[src/rtl/astropix_readout_pkg.sv]
// Shared constants, state encoding and helpers for the AstroPix SPI readout framer.
package astropix_readout_pkg;

  localparam logic [7:0] IDLE_BYTE_K  = 8'hBC;
  localparam logic [7:0] IDLE_BYTE_FF = 8'hFF;

  localparam logic [2:0]  HDR_MARKER = 3'b001;
  localparam int unsigned LEN_W      = 5;

  localparam int unsigned LANES     = 7;
  localparam int unsigned LANE_BITS = LANES * 8;
  localparam int unsigned CNT_W     = 3;

  localparam int unsigned TAG_FIRST = 63;
  localparam int unsigned TAG_LAST  = 62;
  localparam int unsigned TAG_TRUNC = 61;
  localparam int unsigned TAG_CNT   = 56;

  typedef enum logic [1:0] {
    ST_IDLE,
    ST_COLLECT,
    ST_DISCARD
  } state_t;

  function automatic logic is_idle_byte(input logic [7:0] b);
    return (b == IDLE_BYTE_K) || (b == IDLE_BYTE_FF);
  endfunction

  function automatic logic is_header(input logic [7:0] b);
    return b[7:5] == HDR_MARKER;
  endfunction

  function automatic logic [15:0] sat_inc(input logic [15:0] v);
    return (v == 16'hFFFF) ? v : v + 16'd1;
  endfunction

endpackage

[src/rtl/spi_hit_framer_if.sv]
// Byte-in / FIFO-out signal bundle of the hit framer.
interface spi_hit_framer_if;
  logic [7:0]  byte_in;
  logic        byte_valid;
  logic [63:0] fifo_din;
  logic        fifo_wr_en;
  logic        fifo_full;

  modport master (
    output byte_in, byte_valid, fifo_full,
    input  fifo_din, fifo_wr_en
  );

  modport slave (
    input  byte_in, byte_valid, fifo_full,
    output fifo_din, fifo_wr_en
  );
endinterface

[src/rtl/framer_word_packer.sv]
// 7-lane byte accumulator with tag assembly and registered FIFO word output.
module framer_word_packer
  import astropix_readout_pkg::*;
(
  input  logic        clock,
  input  logic        reset,
  input  logic [7:0]  byte_in,
  input  logic        start,
  input  logic        push,
  input  logic        flush,
  input  logic        wr,
  input  logic        last,
  input  logic        trunc,
  output logic        last_lane,
  output logic [63:0] fifo_din,
  output logic        fifo_wr_en
);

  logic [LANE_BITS-1:0] data_q;
  logic [LANE_BITS-1:0] data_word;
  logic [CNT_W-1:0]     idx_q;
  logic [CNT_W-1:0]     count;
  logic                 first_q;
  logic [63:0]          word;

  // The emitting byte is merged combinationally so a word leaves on the edge that accepts it.
  always_comb begin
    data_word = data_q;
    for (int unsigned i = 0; i < LANES; i++) begin
      if (push && (idx_q == CNT_W'(i)))
        data_word[(LANES-1-i)*8 +: 8] = byte_in;
    end
    count = idx_q + CNT_W'(push);

    word             = '0;
    word[TAG_FIRST]  = first_q;
    word[TAG_LAST]   = last;
    word[TAG_TRUNC]  = trunc;
    word[TAG_CNT +: CNT_W] = count;
    word[LANE_BITS-1:0]    = data_word;
  end

  assign last_lane = (idx_q == CNT_W'(LANES-1));

  always_ff @(posedge clock) begin
    if (reset) begin
      data_q  <= '0;
      idx_q   <= '0;
      first_q <= 1'b0;
    end else if (start) begin
      data_q  <= {byte_in, {(LANE_BITS-8){1'b0}}};
      idx_q   <= CNT_W'(1);
      first_q <= 1'b1;
    end else if (flush) begin
      data_q  <= '0;
      idx_q   <= '0;
      first_q <= 1'b0;
    end else if (push) begin
      data_q <= data_word;
      idx_q  <= idx_q + CNT_W'(1);
    end
  end

  always_ff @(posedge clock) begin
    if (reset) begin
      fifo_din   <= '0;
      fifo_wr_en <= 1'b0;
    end else begin
      fifo_wr_en <= wr;
      if (wr)
        fifo_din <= word;
    end
  end

endmodule

[src/rtl/spi_hit_framer.sv]
// AstroPix hit-frame framer: idle stripping, header parsing, FIFO word tagging, counters.
// Optional frame timeout enabled by defining FRAMER_TIMEOUT_EN.
module spi_hit_framer
  import astropix_readout_pkg::*;
#(
  parameter int unsigned TIMEOUT_CYCLES = 1024
) (
  input  logic               clock,
  input  logic               reset,
  spi_hit_framer_if.slave    bus,
  output logic [15:0]        frame_count,
  output logic [15:0]        drop_count,
  output logic [15:0]        sync_err_count
);

  state_t           state, state_next;
  logic [LEN_W-1:0] remaining, remaining_next;
  logic             start, push, flush, wr, last, trunc, last_lane;
  logic             inc_frame, inc_drop, inc_sync, timeout;
  logic             rem_one;

  assign rem_one = (remaining == LEN_W'(1));

`ifdef FRAMER_TIMEOUT_EN
  localparam logic [15:0] TIMEOUT_LIM = 16'(TIMEOUT_CYCLES - 1);
  logic [15:0] idle_cnt;

  always_ff @(posedge clock) begin
    if (reset || (state == ST_IDLE) || bus.byte_valid)
      idle_cnt <= '0;
    else if (!timeout)
      idle_cnt <= idle_cnt + 16'd1;
  end

  assign timeout = (state != ST_IDLE) && !bus.byte_valid && (idle_cnt == TIMEOUT_LIM);
`else
  assign timeout = 1'b0;
  // Parameter kept so instantiations are identical across builds.
  if (TIMEOUT_CYCLES < 2) begin : g_timeout_unused
  end
`endif

  always_ff @(posedge clock) begin
    if (reset) begin
      state          <= ST_IDLE;
      remaining      <= '0;
      frame_count    <= '0;
      drop_count     <= '0;
      sync_err_count <= '0;
    end else begin
      state     <= state_next;
      remaining <= remaining_next;
      if (inc_frame) frame_count    <= sat_inc(frame_count);
      if (inc_drop)  drop_count     <= sat_inc(drop_count);
      if (inc_sync)  sync_err_count <= sat_inc(sync_err_count);
    end
  end

  always_comb begin
    state_next     = state;
    remaining_next = remaining;
    start          = 1'b0;
    push           = 1'b0;
    flush          = 1'b0;
    wr             = 1'b0;
    last           = 1'b0;
    trunc          = 1'b0;
    inc_frame      = 1'b0;
    inc_drop       = 1'b0;
    inc_sync       = 1'b0;

    unique case (state)
      ST_IDLE: begin
        if (bus.byte_valid && !is_idle_byte(bus.byte_in)) begin
          if (is_header(bus.byte_in) && (bus.byte_in[LEN_W-1:0] != '0)) begin
            start          = 1'b1;
            remaining_next = bus.byte_in[LEN_W-1:0];
            state_next     = ST_COLLECT;
          end else begin
            inc_sync = 1'b1;
          end
        end
      end

      ST_COLLECT: begin
        if (bus.byte_valid) begin
          push           = 1'b1;
          remaining_next = remaining - LEN_W'(1);
          if (rem_one) begin
            // A full FIFO on the closing word ends the frame immediately as a drop.
            flush      = 1'b1;
            last       = 1'b1;
            state_next = ST_IDLE;
            if (bus.fifo_full) begin
              inc_drop = 1'b1;
            end else begin
              wr        = 1'b1;
              inc_frame = 1'b1;
            end
          end else if (last_lane) begin
            flush = 1'b1;
            if (bus.fifo_full)
              state_next = ST_DISCARD;
            else
              wr = 1'b1;
          end
        end else if (timeout) begin
          flush      = 1'b1;
          last       = 1'b1;
          trunc      = 1'b1;
          wr         = !bus.fifo_full;
          inc_drop   = 1'b1;
          state_next = ST_IDLE;
        end
      end

      ST_DISCARD: begin
        if (bus.byte_valid) begin
          remaining_next = remaining - LEN_W'(1);
          if (rem_one) begin
            inc_drop   = 1'b1;
            state_next = ST_IDLE;
          end
        end else if (timeout) begin
          inc_drop   = 1'b1;
          state_next = ST_IDLE;
        end
      end

      default: state_next = ST_IDLE;
    endcase
  end

  framer_word_packer u_packer (
    .clock      (clock),
    .reset      (reset),
    .byte_in    (bus.byte_in),
    .start      (start),
    .push       (push),
    .flush      (flush),
    .wr         (wr),
    .last       (last),
    .trunc      (trunc),
    .last_lane  (last_lane),
    .fifo_din   (bus.fifo_din),
    .fifo_wr_en (bus.fifo_wr_en)
  );

endmodule

[src/flat_wrapper.sv]
// flat-port wrapper written by rule: the top's interface ports become plain ports
module spi_hit_framer_flat import astropix_readout_pkg::*;
#(
  parameter int unsigned TIMEOUT_CYCLES = 1024
)
  (clock, reset, frame_count, drop_count, sync_err_count, bus_byte_in, bus_byte_valid, bus_fifo_full, bus_fifo_din, bus_fifo_wr_en);
  spi_hit_framer_if bus_i ();
  input  logic clock;
  input  logic reset;
  output logic [15:0] frame_count;
  output logic [15:0] drop_count;
  output logic [15:0] sync_err_count;
  input wire logic [$bits(bus_i.byte_in)-1:0] bus_byte_in;
  input wire logic [$bits(bus_i.byte_valid)-1:0] bus_byte_valid;
  input wire logic [$bits(bus_i.fifo_full)-1:0] bus_fifo_full;
  output wire logic [$bits(bus_i.fifo_din)-1:0] bus_fifo_din;
  output wire logic [$bits(bus_i.fifo_wr_en)-1:0] bus_fifo_wr_en;
  assign bus_i.byte_in = bus_byte_in;
  assign bus_i.byte_valid = bus_byte_valid;
  assign bus_i.fifo_full = bus_fifo_full;
  assign bus_fifo_din = bus_i.fifo_din;
  assign bus_fifo_wr_en = bus_i.fifo_wr_en;
  spi_hit_framer #(.TIMEOUT_CYCLES(TIMEOUT_CYCLES)) u_core (.clock(clock), .reset(reset), .bus(bus_i), .frame_count(frame_count), .drop_count(drop_count), .sync_err_count(sync_err_count));
endmodule
[config.mk]
export PLATFORM = sky130hd
export DESIGN_NAME = spi_hit_framer_flat
export DESIGN_NICKNAME = d
export VERILOG_FILES = /design/src/rtl/astropix_readout_pkg.sv /design/src/rtl/spi_hit_framer_if.sv /design/src/rtl/framer_word_packer.sv /design/src/rtl/spi_hit_framer.sv /design/src/flat_wrapper.sv
export SDC_FILE = /design/constraint.sdc
export NUM_CORES = 1
export LEC_CHECK = 0
export CORE_MARGIN = 5
export CORE_UTILIZATION = 45
export CTS_CLUSTER_SIZE = 20
export DETAILED_ROUTE_END_ITERATION = 16
export GPL_ROUTABILITY_DRIVEN = 0
export GPL_TIMING_DRIVEN = 0
export PLACE_DENSITY = 0.73
export REMOVE_ABC_BUFFERS = 1
export SLEW_MARGIN = 20
export SYNTH_ARGS = -nofsm -noshare
export SYNTH_HDL_FRONTEND = slang
export SYNTH_SLANG_ARGS = --single-unit
[constraint.sdc]
create_clock -name clock -period 3.7 [get_ports clock]
set_input_delay 0.555 -clock clock [delete_from_list [all_inputs] [get_ports clock]]
set_output_delay 0.555 -clock clock [all_outputs]
set_load 0.1 [all_outputs]
* After elaboration in Yosys (flattened, before gate mapping) *
Index checks and enable logic that the tools add are counted.

storage, ports and cells
  input port bits = 12
  output and inout bits = 113
  logic and storage cells = 123
  bits in registers = 177

cells by class
  eq/ne operators = 23
  add/sub/neg operators = 6
  reductions and logical operators = 24
  bitwise logic cells = 3
  multiplexer cells = 55

operator list
  cell                                                                    count
  56-bit 2-to-1 mux                                                       3
  8-bit 2-to-1 mux                                                        7
  16-bit by 1-bit adder with 16-bit output (second input constant)        3
  16-bit equality test (second input constant)                            3
  1-bit 2-to-1 mux                                                        31
  8-bit equality test (second input constant)                             2
  2-bit 2-to-1 mux                                                        8
  5-bit 2-to-1 mux                                                        3
  5-bit one-hot mux with 2 select lines                                   1
  3-bit equality test (second input constant)                             3
  1-bit logical AND                                                       9
  2-bit by 1-bit != test with 1-bit output (second input constant)        4
  7-bit AND reduction                                                     1
  3-bit by 1-bit equality test with 1-bit output (second input constant)  2
  3-bit by 2-bit equality test with 1-bit output (second input constant)  2
  2-bit one-hot mux with 3 select lines                                   1
  2-bit AND reduction                                                     3
  5-bit by 1-bit equality test with 1-bit output (second input constant)  1
  5-bit nonzero test                                                      1
  5-bit by 1-bit subtractor with 5-bit output (second input constant)     1
  2-bit != test (second input constant)                                   2
  4-bit AND reduction                                                     1
  2-bit nonzero test                                                      2
  3-bit by 1-bit adder with 3-bit output                                  1
  other kinds (14)                                                        16

* Logic depth before layout (Yosys ltp) *
  depth in word-level cells = 7
  depth in mapped cells = 9
  depth with buffers taken out = 8

* Hierarchy *
A second synthesis with hierarchy kept.

second synthesis, totals
  cells, all modules = 853
  area, all modules = 7,781.2 µm²

by module, submodules not included
  module              cells each  times used  area an instance (µm²)  seq. area each (µm²)
  framer_word_packer  488         1           4,689.5                 2,462.4
  spi_hit_framer      365         1           3,091.7                 1,101.1

* Worst setup path after synthesis *
Ideal clock, no wire load.

  kind = reg-to-reg
  start = register u_core.sync_err_count[6]
  end = register u_core.sync_err_count[1]
  arrival time = 2.627 ns
  library setup time = 0.128 ns
  path buffers = 3
  period minus slack after synthesis = 2.754 ns
  cell stages (with the launch flop) = 9
  required time = 3.572 ns
  slack = 0.946 ns
  cell sequence = dfxtp_1 -> nand4_1 -> nor4_1 -> or4_1 -> clkbuf_1 -> buf_2 -> buf_2 -> mux2i_1 -> nor2_1

on the way
  word-level cells in the longest chain between the ends = 3

RTL lines
  element                        line                        RTL
  start, declared                spi_hit_framer.sv:13        output logic [15:0] sync_err_count
  start signal, assigned         spi_hit_framer.sv:55        if (inc_sync) sync_err_count <= sat_inc(sync_err_count);
  16-bit equality test           astropix_readout_pkg.sv:34  return (v == 16'hFFFF) ? v : v + 16'd1;
  1-bit inverter (no line)       n/a
  2-bit AND reduction (no line)  n/a

Every way passes these cells.
A chain may end at the register's enable or synchronous reset.

* Worst setup path after layout *
  start = register u_core.remaining[0]
  end = register u_core.u_packer.fifo_din[57]

on the way
  word-level cells in the longest chain between the ends = 4

RTL lines
  element                                         line                      RTL
  start, declared                                 spi_hit_framer.sv:17      logic [LEN_W-1:0] remaining, remaining_next;
  start signal, assigned                          spi_hit_framer.sv:52      remaining <= remaining_next;
  5-bit by 1-bit equality test with 1-bit output  spi_hit_framer.sv:22      assign rem_one = (remaining == LEN_W'(1));
  1-bit 2-to-1 mux                                spi_hit_framer.sv:89      if (rem_one) begin
  1-bit 2-to-1 mux                                spi_hit_framer.sv:86      if (bus.byte_valid) begin
  1-bit 2-to-1 mux                                spi_hit_framer.sv:72      unique case (state)
  end signal, assigned                            framer_word_packer.sv:71  fifo_din <= word;
  end, declared                                   framer_word_packer.sv:15  output logic [63:0] fifo_din,

Every way passes these cells.

==> out/metrics.cfg <==
[outcome]
status=finished clean

[synth]
synth-seq-area-share=0.481
synth.area.top_cells=dfxtp_1 48%, nor2_1 8.0%, mux2i_1 6.9%
netlist-cell-type-count=52
synth_most_common_cell=dfxtp_1
ys_warn_count=0
syn_area_um2=7360
synth_ff_type=dfxtp_1
synth_top_area_frac=0.481
ys_ff_latch=177
synthArstFlopShare=0
synth-edff-count=0
synthTopCellsByCount=177 x dfxtp_1, 157 x nor2_1, 53 x a211oi_1
syn_inst=825
netlist.top_cell.by_area=dfxtp_1
syn_avg_cell_area_um2=8.92

[grt]
grt_max_degree=77
grt_overflow_total=0
gr-usage-all-layers=0.191
grt_pass1_wl_um=29100
grt_pass1_vias=5792
antenna_found_initial=0

[route]
ant_nets=0
vias=6184
viasPerCell=5.39
drtPass1Iterations=7
wl_um=17800
drc=0
drt-initial-drc-count=365
wl_per_cell_um=15.5

[cts]
cts_buffers=17
cts_sinks=177
cts_tree=built
cts_resized=0
clock_latency_ps=420
cts.clk_slew.worst_paths_ps=60
h-tree-depth=4
cts-root-buf=clkbuf_16
holdBufCountCts=0
clockBufferDepth=2
cts_setup_buffers=0

[floorplanning]
dieArea_um2=19000
die_h_um=138
rows=46
die_x_um=138
num_io_pins=125
core_um2=15900
start_util=0.462

[layout]
nets=946
regArea_um2=3540
n_antenna_cell=0
synthToLayoutAreaGrowth_pct=27.3
layout-drive-gt1-share=0.0569
fill_cells=1442
multi_input_area_um2=3540

[placed_design]
port_buffers=121
dpl.hpwl_um=12000

[critical_path]
required_ps=4000
arrival_ps=3660
worstSetupStartpoint=u_core.remaining[0]
worst-path-buf-inv=2
max_stage_delay_ps=770
setup.worst_path.class=flop to flop
crit_path_start_kind=flop
critPathSlowestCell=nor4b_1
cp-end-kind=flop
cp_cell_sequence=ha_1 -> nor4b_1 -> a21boi_1 -> nor2_4 -> buf_16 -> buf_12 -> mux2i_1 -> nor2_1
critPathTopFamily=simple AND/OR/NAND/NOR gates
critPathMaxFanout=36
timing.rr.start=u_core.remaining[0]

[timing]
finalSetupTns_ps=0
final_hold_viol_count=0
finalSetupViolations=0
fin_crit_ps=3360
rsz0062_at_grt=false
slew_headroom=0.285
slew_violations=0
fin_skew_ps=6.18
hold_slack_ps=477
tightest_slew_ps=1060
fmax_mhz=298
fin_crit_sh=0.908

[power_and_ir_drop]
leakagePower_nw=3.38
ir_worst_vdd_mv=0.308
powerDensity_nw_per_um2=416

[min_path]
hp-start=u_core.u_packer.fifo_din[62]
hold_class=flop to flop

[job]
maxCapViolCount=0

flip-flops by register name, indices dropped and copies added, names as in the netlist:
register                    cells
u_core.u_packer.first_q         1
u_core.u_packer.idx_q           3
u_core.frame_count             16
u_core.u_packer.data_q         56
u_core.sync_err_count          16
u_core.u_packer.fifo_din       61
u_core.remaining                5
u_core.state                    2
u_core.u_packer.fifo_wr_en      1
u_core.drop_count              16
path summary, 6_finish.rpt:
check	to	slack, ps	cells past startpoint
worst max register to register	u_core.u_packer.fifo_din[57]	340	8
worst min-delay path	u_core.u_packer.fifo_din[62]	480	2
worst min register to register	u_core.u_packer.fifo_din[62]	480	2
worst max-delay path	u_core.u_packer.fifo_din[57]	340	8
report_power, final:
group | switching (mW) | internal (mW)
clock network | 0.754 | 1.04
registers | 0.00894 | 1.91
logic | 0.136 | 0.0482
cells in the final DEF, fill, tap and decap left out, types with 3 or more instances in the layout:
master,count
or2_2,3
xor2_1,5
o21ai_0,14
and4_1,4
nand3_1,37
a21oi_1,34
clkbuf_16,17
clkinvlp_4,4
nor3_1,16
nor4_1,13
buf_16,4
mux2i_1,51
a22oi_1,7
or3_1,8
inv_1,18
conb_1,3
nor2_1,156
nand2b_1,3
clkdlybuf4s50_1,120
and3_1,10
dfxtp_1,177
a211oi_1,53
nor4b_1,4
nand4_1,14
xnor2_1,16
nor2b_1,4
a311oi_1,8
o31ai_1,11
or4_1,14
nand2_1,43
ha_1,15
metal layers:
| layer | GRT usage | vias up | wire, µm |
|---|---|---|---|
| met5 | 0 | - | 0 |
| met4 | 0.0604 | 0 | 352 |
| met3 | 0.0515 | 28 | 971 |
| met2 | 0.298 | 151 | 8150 |
| met1 | 0.259 | 2881 | 8350 |
| li1 | - | 3124 | - |
metrics by stage:
stage	utilization	setup WS, ps	std cells	cell area [µm²]	power [mW]
after floorplan	-	-2030	772	7140	2.06
after global placement	0.541	-5040	1109	8620	2.14
after detailed placement	0.550	-255	1114	8770	2.15
after CTS	0.587	190	1145	9350	3.94
after global routing	0.588	23.5	1147	9370	4.03
final	0.588	340	1147	9370	3.90
cells by family (layout without fill, tap and decap cells):
logic type               Yosys count  count (layout)  share of synthesized area
flip-flops                       177             177                      0.481
AND/OR/NAND/NOR                  338             338                      0.218
other                              1               3                   0.000509
XOR/XNOR                          21              21                     0.0250
AO/OA/AOI/OAI                    146             146                      0.136
multiplexers                      53              53                     0.0724
adder cells (fa/ha/maj)           15              15                     0.0255
buffers and inverters             74             178                     0.0411
worst register-to-register path, stage by stage (launching register included):
cell and delay (ps):
dfxtp_1 390, ha_1 190, nor4b_1 770, a21boi_1 530, nor2_4 640, buf_16 250, buf_12 210, mux2i_1 210
nor2_1 50
final cells by class:
cell class	instances	area share
Clock buffer	21	0.0491
Clock inverter	10	0.0136
Inverter	19	0.00761
Multi-Input combinational cell	576	0.378
Sequential cell	177	0.378
Tap cell	216	0.0288
Timing Repair Buffer	128	0.145
Note: power is estimated with default switching activity, not from simulation.
